**src/rtl/brute_force_matcher_load_scheduler.sv**
```systemverilog
// Load scheduler for the brute-force descriptor matcher.
// Accepts host load requests for the primary (query) buffer or one of two
// secondary (candidate) ping-pong slots, starts the dispatch unit, tracks
// buffer credit and kicks off match passes on the engine.
// Optional feature: define BFM_LOAD_SCHED_TIMEOUT_EN to enable the watchdog
// that abandons a load whose completion never arrives.
module brute_force_matcher_load_scheduler #(
    parameter int unsigned C_MAX_KP         = 4096,
    parameter int unsigned C_TIMEOUT_CYCLES = 65535
) (
    input  logic        clk,
    input  logic        rst,
    input  logic        ld_req_valid,
    output logic        ld_req_ready,
    input  logic [15:0] ld_req_count,
    input  logic        ld_req_is_prim,
    output logic        begin_load_fifo,
    output logic [1:0]  descriptor_buffer_select,
    output logic [15:0] total_keypoint_load_count,
    input  logic        dispatch_unit_done_buffer_load,
    output logic        sec_buffer_not_loading,
    output logic        sec_wr_slot,
    output logic        sec_rd_slot,
    output logic        engine_start,
    input  logic        engine_done,
    input  logic        prim_release,
    output logic        err_count,
    output logic        err_timeout
);

    typedef enum logic [2:0] {
        ST_IDLE      = 3'b001,
        ST_ISSUE     = 3'b010,
        ST_WAIT_DONE = 3'b100
    } state_t;

    state_t     state;
    logic       prim_loaded;
    logic [1:0] sec_count;
    logic       engine_busy;

    logic target_has_room;
    logic accept;
    logic count_zero;
    logic count_over;
    logic load_done;
    logic prim_done;
    logic sec_done;
    logic eng_done_ok;
    logic eng_go;
    logic wd_expire;

    // The watchdog counter is 17 bits wide; a limit outside that range cannot be honoured.
    if (C_TIMEOUT_CYCLES > 32'h0001_ffff) begin : g_timeout_out_of_range
    end

    assign target_has_room = ld_req_is_prim ? !prim_loaded : (sec_count < 2'd2);
    assign ld_req_ready    = !rst && (state == ST_IDLE) && target_has_room;
    assign accept          = ld_req_valid && ld_req_ready;
    assign count_zero      = (ld_req_count == 16'd0);
    assign count_over      = (32'(ld_req_count) > C_MAX_KP);

    assign load_done   = (state == ST_WAIT_DONE) && dispatch_unit_done_buffer_load;
    assign prim_done   = load_done && descriptor_buffer_select[0];
    assign sec_done    = load_done && descriptor_buffer_select[1];
    assign eng_done_ok = engine_done && engine_busy;
    assign eng_go      = prim_loaded && (sec_count != 2'd0) && !engine_busy;

    // Select is only non-zero while a load is in flight, so it alone tells us
    // whether the secondary buffer is being written.
    assign sec_buffer_not_loading = !descriptor_buffer_select[1];

`ifdef BFM_LOAD_SCHED_TIMEOUT_EN
    logic [16:0] wd_cnt;

    assign wd_expire = (state == ST_WAIT_DONE) && !dispatch_unit_done_buffer_load &&
                       (wd_cnt == 17'(C_TIMEOUT_CYCLES - 1));

    // Watchdog: count cycles spent waiting for done; flag and abandon on expiry.
    always_ff @(posedge clk) begin
        if (rst) begin
            wd_cnt      <= 17'd0;
            err_timeout <= 1'b0;
        end else begin
            if (state != ST_WAIT_DONE) begin
                wd_cnt <= 17'd0;
            end else if (!dispatch_unit_done_buffer_load) begin
                wd_cnt <= wd_cnt + 17'd1;
            end
            if (wd_expire) begin
                err_timeout <= 1'b1;
            end
        end
    end
`else
    assign wd_expire   = 1'b0;
    assign err_timeout = 1'b0;
`endif

    // Load FSM: accept a request, pulse the dispatch unit, hold target until done.
    always_ff @(posedge clk) begin
        if (rst) begin
            state                     <= ST_IDLE;
            begin_load_fifo           <= 1'b0;
            descriptor_buffer_select  <= 2'b00;
            total_keypoint_load_count <= 16'd0;
            err_count                 <= 1'b0;
        end else begin
            begin_load_fifo <= 1'b0;
            case (state)
                ST_IDLE: begin
                    if (accept) begin
                        if (count_over) begin
                            err_count <= 1'b1;
                        end else if (!count_zero) begin
                            total_keypoint_load_count <= ld_req_count;
                            descriptor_buffer_select  <= ld_req_is_prim ? 2'b01 : 2'b10;
                            begin_load_fifo           <= 1'b1;
                            state                     <= ST_ISSUE;
                        end
                    end
                end
                ST_ISSUE: begin
                    state <= ST_WAIT_DONE;
                end
                ST_WAIT_DONE: begin
                    if (load_done || wd_expire) begin
                        descriptor_buffer_select <= 2'b00;
                        state                    <= ST_IDLE;
                    end
                end
                default: begin
                    descriptor_buffer_select <= 2'b00;
                    state                    <= ST_IDLE;
                end
            endcase
        end
    end

    // Buffer credit and engine handshake: loads add credit, match passes consume it.
    always_ff @(posedge clk) begin
        if (rst) begin
            prim_loaded  <= 1'b0;
            sec_count    <= 2'd0;
            engine_busy  <= 1'b0;
            engine_start <= 1'b0;
            sec_wr_slot  <= 1'b0;
            sec_rd_slot  <= 1'b0;
        end else begin
            engine_start <= eng_go;

            if (eng_go) begin
                engine_busy <= 1'b1;
            end else if (eng_done_ok) begin
                engine_busy <= 1'b0;
            end

            if (prim_done) begin
                prim_loaded <= 1'b1;
            end else if (prim_release && !engine_busy) begin
                prim_loaded <= 1'b0;
            end

            if (sec_done) begin
                sec_wr_slot <= !sec_wr_slot;
            end
            if (eng_done_ok) begin
                sec_rd_slot <= !sec_rd_slot;
            end

            case ({sec_done, eng_done_ok})
                2'b10:   sec_count <= sec_count + 2'd1;
                2'b01:   sec_count <= sec_count - 2'd1;
                default: sec_count <= sec_count;
            endcase
        end
    end

endmodule

```
**config.mk**
```make
export PLATFORM = sky130hd
export DESIGN_NAME = brute_force_matcher_load_scheduler
export DESIGN_NICKNAME = d
export VERILOG_FILES = /design/src/rtl/brute_force_matcher_load_scheduler.sv
export SDC_FILE = /design/constraint.sdc
export NUM_CORES = 1
export LEC_CHECK = 0
export BUFFER_PORTS_ARGS = -buffer_cell sky130_fd_sc_hd__clkbuf_2
export CORE_ASPECT_RATIO = 1.2
export CORE_MARGIN = 1.5
export CORE_UTILIZATION = 51
export CTS_CLUSTER_SIZE = 28
export DETAILED_ROUTE_END_ITERATION = 6
export HOLD_SLACK_MARGIN = 0.12
export PLACE_DENSITY = 0.83
export SLEW_MARGIN = 20
export SYNTH_ARGS = -nofsm -noshare
export SYNTH_HDL_FRONTEND = slang
export SYNTH_SLANG_ARGS = --single-unit
```
**constraint.sdc**
```tcl
create_clock -name clk -period 3.17 [get_ports clk]
set_clock_uncertainty 0.15 [all_clocks]
set_input_delay 0.317 -clock clk [delete_from_list [all_inputs] [get_ports clk]]
set_output_delay 0.317 -clock clk [all_outputs]
set_load 0.02 [all_outputs]
```
Word level (Yosys, flattened, before mapping)
Index checks and enable logic that the tools add are counted.

word-level totals
  bits in registers = 30
  logic and storage cells = 73
  input bits = 23
  output and inout port bits = 26

operators by class
  add/sub/neg operators = 2
  equality and inequality tests = 9
  reduce and logical (&&, ||, !) cells = 26
  muxes and demuxes = 18
  bitwise logic cells = 5
  magnitude comparators = 2

operators with widths
  cell                                                              count
  greater-than comparator 16 x 13 -> 1 bit (second input constant)  1
  zero test 16 bit                                                  1
  two-way mux 3 bit                                                 4
  logical AND 1 bit                                                 10
  two-way mux 2 bit                                                 5
  one-hot mux 3 bit (3 select lines)                                1
  inequality test 2 bit (second input constant)                     4
  AND reduction 4 bit                                               2
  nonzero test 2 bit                                                4
  zero test 1 bit                                                   6
  two-way mux 1 bit                                                 6
  one-hot mux 2 bit (3 select lines)                                1
  inverter 1 bit                                                    5
  AND reduction 5 bit                                               1
  one-hot mux 2 bit (2 select lines)                                1
  OR reduction 4 bit                                                1
  equality test 3 x 1 -> 1 bit (second input constant)              1
  equality test 3 x 2 -> 1 bit (second input constant)              1
  equality test 3 bit (second input constant)                       1
  AND reduction 3 bit                                               1
  adder 2 x 1 -> 2 bit (second input constant)                      1
  equality test 2 x 1 -> 1 bit (second input constant)              1
  equality test 2 bit (second input constant)                       1
  < comparator 2 bit (second input constant)                        1
  subtractor 2 x 1 -> 2 bit (second input constant)                 1

Logic depth before layout (Yosys ltp)
  word-level depth = 6
  mapped depth = 6
  mapped depth without buffers = 6

Worst setup path before layout
No wires, ideal clock.

  path type = flip-flop to flip-flop
  from = reg state[1]
  to = reg sec_count[1]
  cell stages (with the launch flop) = 6
  arrival time = 1553 ps
  required time = 2950 ps
  period minus slack after synthesis = 1773 ps
  slack = 1397 ps
  cells stage by stage = dfxtp_1 -> nor4bb_1 -> nand2_1 -> ha_1 -> or3_1 -> a21oi_1

between the ends
  word-level cells in the longest chain between the ends = 5
  elaborated cells between the ends (all ways) = 7
  those cells by class = 3 x eq/ne; 1 x mux; 3 x reduce/logical

RTL lines
  what                                                                      RTL line  source
  start, declared                                                           37        state_t state;
  start signal, assigned                                                    103       state <= ST_IDLE;
  start signal, assigned                                                    119       state <= ST_ISSUE;
  start signal, assigned                                                    124       state <= ST_WAIT_DONE;
  equality test 3 bit (*)                                                   63        assign load_done = (state == ST_WAIT_DONE) && dispatch_unit_done_buffer_load;
  logical AND 1 bit (*)                                                     63
  logical AND 1 bit (*)                                                     65        assign sec_done = load_done && descriptor_buffer_select[1];
  equality test 2 x 1 -> 1 bit or equality test 2 bit (tied branches)       171       case ({sec_done, eng_done_ok})
  one-hot mux 2 bit (2 select lines) or nonzero test 2 bit (tied branches)  -
  end signal, assigned                                                      172       2'b10: sec_count <= sec_count + 2'd1;
  end signal, assigned                                                      173       2'b01: sec_count <= sec_count - 2'd1;
  end signal, assigned                                                      174       default: sec_count <= sec_count;
  end, declared                                                             39        logic [1:0] sec_count;

Mark *: on every way between the ends. The rest lies on a longest branch, timed or not.
A chain may end at the register's enable or synchronous reset.

Final worst setup path
  from = in ld_req_count[7]
  to = reg total_keypoint_load_count[7]

between the ends
  word-level cells in the longest chain between the ends = 3
  elaborated cells between the ends (all ways) = 5
  those cells by class = 1 x order compare; 2 x bitwise; 2 x reduce/logical

RTL lines
  what                                                                          RTL line  source
  start, declared                                                               15        input logic [15:0] ld_req_count,
  greater-than comparator 16 x 13 -> 1 bit or zero test 16 bit (tied branches)  61, 60
  inverter 1 bit (no line)                                                      -
  AND reduction 4 bit (no line)                                                 -
  end signal, assigned                                                          116       total_keypoint_load_count <= ld_req_count;
  end, declared                                                                 19        output logic [15:0] total_keypoint_load_count,

Parallel ways exist; a longest one is shown, timed or not.

==> tab_implementation.tex <==
\begin{tabular}{lr}
\hline
Metric & Value \\
\hline
\multicolumn{2}{l}{\textbf{Critical path}} \\
Ordered cell list for the critical path & dlygate4sd3\_1 -> clkbuf\_2 -> nor4\_1 -> a31o\_2 -> nand4\_4 -> o21ai\_0 -> a21oi\_1 \\
Top delay family on crit path & buffers and inverters \\
Setup Crit Path Kind & in -> reg \\
Arrival time of data at the critical path endpoint & 2.33 ns \\
Worst path required time & 3.22 ns \\
Worst path bufs/invs & 2 \\
Minimum setup slack among reg-to-reg paths & 1.17 ns \\
Element type at the critical path start & primary input \\
Worst r2r src & state[1] \\
Worst path slowest cell & sky130\_fd\_sc\_hd\_\_dlygate4sd3\_1 \\
Delay contributed by the slowest stage of the critical path & 0.56 ns \\
Type of element capturing the critical path & flop \\
Worst Path Max Fanout & 17 \\
Stages on the worst setup path & 7 \\
Depth of the most critical reg-to-reg path & 5 \\
Critical register-to-register path endpoint & sec\_count[1] \\
\multicolumn{2}{l}{\textbf{Placed design}} \\
Instance area at placement & 1470 sq um \\
Detailed-placement wirelength estimate & 2.04 mm \\
Cells after DPL & 205 \\
Final Wtd Congestion & 0.766 \\
Number of buffer cells added on primary ports & 47 \\
\multicolumn{2}{l}{\textbf{Logic synthesis}} \\
Prevailing post-synth register cell & sky130\_fd\_sc\_hd\_\_dfxtp\_1 \\
Netlist area before placement & around 1300 sq um \\
Mean cell area of the mapped netlist & 9.51 sq um \\
Number of nets in the synthesized netlist & 160 \\
Fraction of registers with async set/reset & 0 \\
Synthesis warning total & 0 \\
Synthesized instance count & 136 \\
Count of distinct cell types in the synthesized netlist & 39 \\
Sequential fraction of the synthesis area & 0.464 \\
Flip-flop and latch count after synthesis & 30 \\
Count of flip-flops with a built-in enable after synthesis & 0 \\
\multicolumn{2}{l}{\textbf{Route}} \\
Starting DRT DRC Count & 34 \\
Total routed wirelength & 3.01 mm \\
Routed via count & 1247 \\
Routed length per instance & 13.2 um \\
Average vias per placed instance & 5.49 \\
Residual DRC count & 0 \\
1st-pass router iterations & 4 \\
Number of nets still failing antenna checks after routing & 0 \\
\multicolumn{2}{l}{\textbf{Global route}} \\
Wire length of the first global-routing pass & 4.77 mm \\
Initial antenna violation count & 0 \\
Pin count of the biggest net entering global routing & 30 \\
Vias in the first global route & 1155 \\
Overall overflow remaining after global route & 0 \\
Global router's overall resource usage & 0.224 \\
\multicolumn{2}{l}{\textbf{Cells and area}} \\
Diodes inserted & 0 \\
Synthesis-to-finish area growth & 29.0\% \\
Fraction of layout instances using a drive strength above 1 & 0.327 \\
Most common cell after layout, fill and taps aside & sky130\_fd\_sc\_hd\_\_clkbuf\_2 \\
Final instance area & 1670 sq um \\
Non-filler cells in the finished layout & around 230 \\
Number of nets at the end of the flow & 219 \\
Highest-count cells in the layout ignoring fill and taps & 47 x sky130\_fd\_sc\_hd\_\_clkbuf\_2, 30 x sky130\_fd\_sc\_hd\_\_dfxtp\_1, 16 x sky130\_fd\_sc\_hd\_\_a21oi\_1 \\
\multicolumn{2}{l}{\textbf{STA}} \\
Hold Violations, Final & 0 \\
Final number of setup-violating endpoints & 0 \\
Worst max-slew margin expressed relative to the limit & 0.607 \\
Max Freq & 437 MHz \\
Slew @ Worst Pin & $\sim$0.59 ns \\
Setup TNS Final & 0 ns \\
Setup repair after global routing missed its margin & no \\
Crit path time final & $\sim$2.3 ns \\
Total count of max-transition violations in the final report & 0 \\
Final Cycle Share & 0.721 \\
\multicolumn{2}{l}{\textbf{Clock tree}} \\
Insertion delay of the later-clocked pin in the worst-skew pair & 0.33 ns \\
Worst-path clk slew & about 0.1 ns \\
CTS Root Cell & sky130\_fd\_sc\_hd\_\_clkbuf\_4 \\
Setup fix buffers added after clock tree synthesis & 0 \\
CTS tree & yes \\
Clock H-tree levels & 2 \\
Clock buffers created by TritonCTS & 5 \\
Total number of clock tree sinks & 30 \\
Maximum root-to-sink buffer count & 2 \\
\multicolumn{2}{l}{\textbf{Die}} \\
Die span in x & 49.0 um \\
Number of placed I/O pins & slightly below 50 \\
Area of the die & 2850 sq um \\
Starting Density & 0.550 \\
Y dimension of the die & 58.2 um \\
Standard cell core area & 2350 sq um \\
Core Rows & 19 \\
\multicolumn{2}{l}{\textbf{Hold path}} \\
Hold crit path type & in -> reg \\
Instance count along the most critical hold path & 3 \\
Hold Path Origin & engine\_done \\
WHS Endpoint & engine\_busy \\
\multicolumn{2}{l}{\textbf{Status}} \\
Status & completed \\
\multicolumn{2}{l}{\textbf{Pwr}} \\
Total power density per cell area & 403 nW/um\^{}2 \\
Leak pwr & 0.683 nW \\
Largest voltage drop on the vdd net & 0.412 mV \\
\multicolumn{2}{l}{\textbf{Flow run}} \\
Max-Cap Viols & 0 \\
\hline
\end{tabular}
## layout make-up
type                    instances  area (sq um)
fillers                       200           684
flip-flops and latches         30           601
multi-input cells              93           579
repair buffers                 61           375
clock buffers                   7          55.1
well taps                      31          38.8
inverters                       4          15.0
clock inverters                 1          5.00
## repair_timing
item | 4_1_cts | 5_1_grt
hold endpoints to repair | 15 | 0
gates resized for setup | 0 | 0
setup endpoints to repair | 0 | 0
hold buffers | 14 | 0
## cell usage after synthesis (3+ instances only)
master                    count  area share
sky130_fd_sc_hd__dfxtp_1     30        0.46
sky130_fd_sc_hd__a21oi_1     16       0.062
sky130_fd_sc_hd__nand3_1     12       0.046
sky130_fd_sc_hd__o21ai_0     11       0.043
sky130_fd_sc_hd__nor2_1       8       0.023
sky130_fd_sc_hd__o21ai_1      6       0.023
sky130_fd_sc_hd__buf_6        5       0.044
sky130_fd_sc_hd__inv_1        4       0.012
sky130_fd_sc_hd__nand2_1      4       0.012
sky130_fd_sc_hd__nor3_1       3       0.012
sky130_fd_sc_hd__nor3b_1      3       0.017
sky130_fd_sc_hd__nor4_1       3       0.015
## sequential cells by signal (all words and copies together), names as in the netlist
signal / cells
prim_loaded: 1
sec_wr_slot: 1
total_keypoint_load_count: 16
descriptor_buffer_select: 2
state: 3
sec_count: 2
engine_busy: 1
sec_rd_slot: 1
engine_start: 1
begin_load_fifo: 1
err_count: 1
## worst max path at each step
stage / from / to / slack (ns)
floorplan: state[1] / sec_count[1] / 1.40
global placement: ld_req_is_prim / descriptor_buffer_select[1] / 1.21
detailed placement: rst / total_keypoint_load_count[15] / 1.11
CTS: ld_req_count[3] / total_keypoint_load_count[15] / 0.92
global route: ld_req_count[7] / total_keypoint_load_count[13] / 0.77
finish: ld_req_count[7] / total_keypoint_load_count[7] / 0.88
## logic make-up after synthesis
family                   share of synthesized area
adder cells (fa/ha/maj)                    0.00967
XOR/XNOR                                    0.0271
AO/OA/AOI/OAI                                0.164
other                                      0.00290
buffers and inverters                       0.0880
multiplexers                                0.0203
flip-flops                                   0.464
AND/OR/NAND/NOR                              0.223
## worst reg2reg max path, stage by stage, from the launching register on
cell	delay [ns]
sky130_fd_sc_hd__dfxtp_1	0.35
sky130_fd_sc_hd__nor4bb_1	0.41
sky130_fd_sc_hd__nand2_1	0.16
sky130_fd_sc_hd__ha_1	0.36
sky130_fd_sc_hd__or3_1	0.36
sky130_fd_sc_hd__a21oi_1	0.14
## per-stage QoR
| step | power [mW] | hold WS [ns] | util | setup slack (ns) |
|---|---|---|---|---|
| after global placement | 0.435 | 0.309 | 0.624 | 1.21 |
| after floorplan | 0.419 | 0.284 | - | 1.40 |
| after detailed placement | 0.437 | 0.316 | 0.624 | 1.11 |
| after CTS | 0.675 | 0.136 | 0.709 | 0.923 |
| after global routing | 0.704 | 0.136 | 0.709 | 0.772 |
| final | 0.672 | 0.135 | 0.709 | 0.884 |
## report_power, final
part | leakage (nW) | switching [mW] | internal, mW | total (mW)
Sequential | 0.242 | 0.00172 | 0.379 | 0.381
Clock | 0.0353 | 0.123 | 0.107 | 0.230
Combinational | 0.406 | 0.0315 | 0.0297 | 0.0612
Total | 0.683 | 0.156 | 0.516 | 0.672
## metal layers
metal | share of wire | vias up | GRT usage
li1 | - | 604 | -
met1 | 0.40 | 592 | 0.233
met2 | 0.52 | 44 | 0.391
met3 | 0.056 | 7 | 0.0799
met4 | 0.024 | 0 | 0.127
met5 | 0 | - | 0
Note: power is estimated with default switching activity, not from simulation.
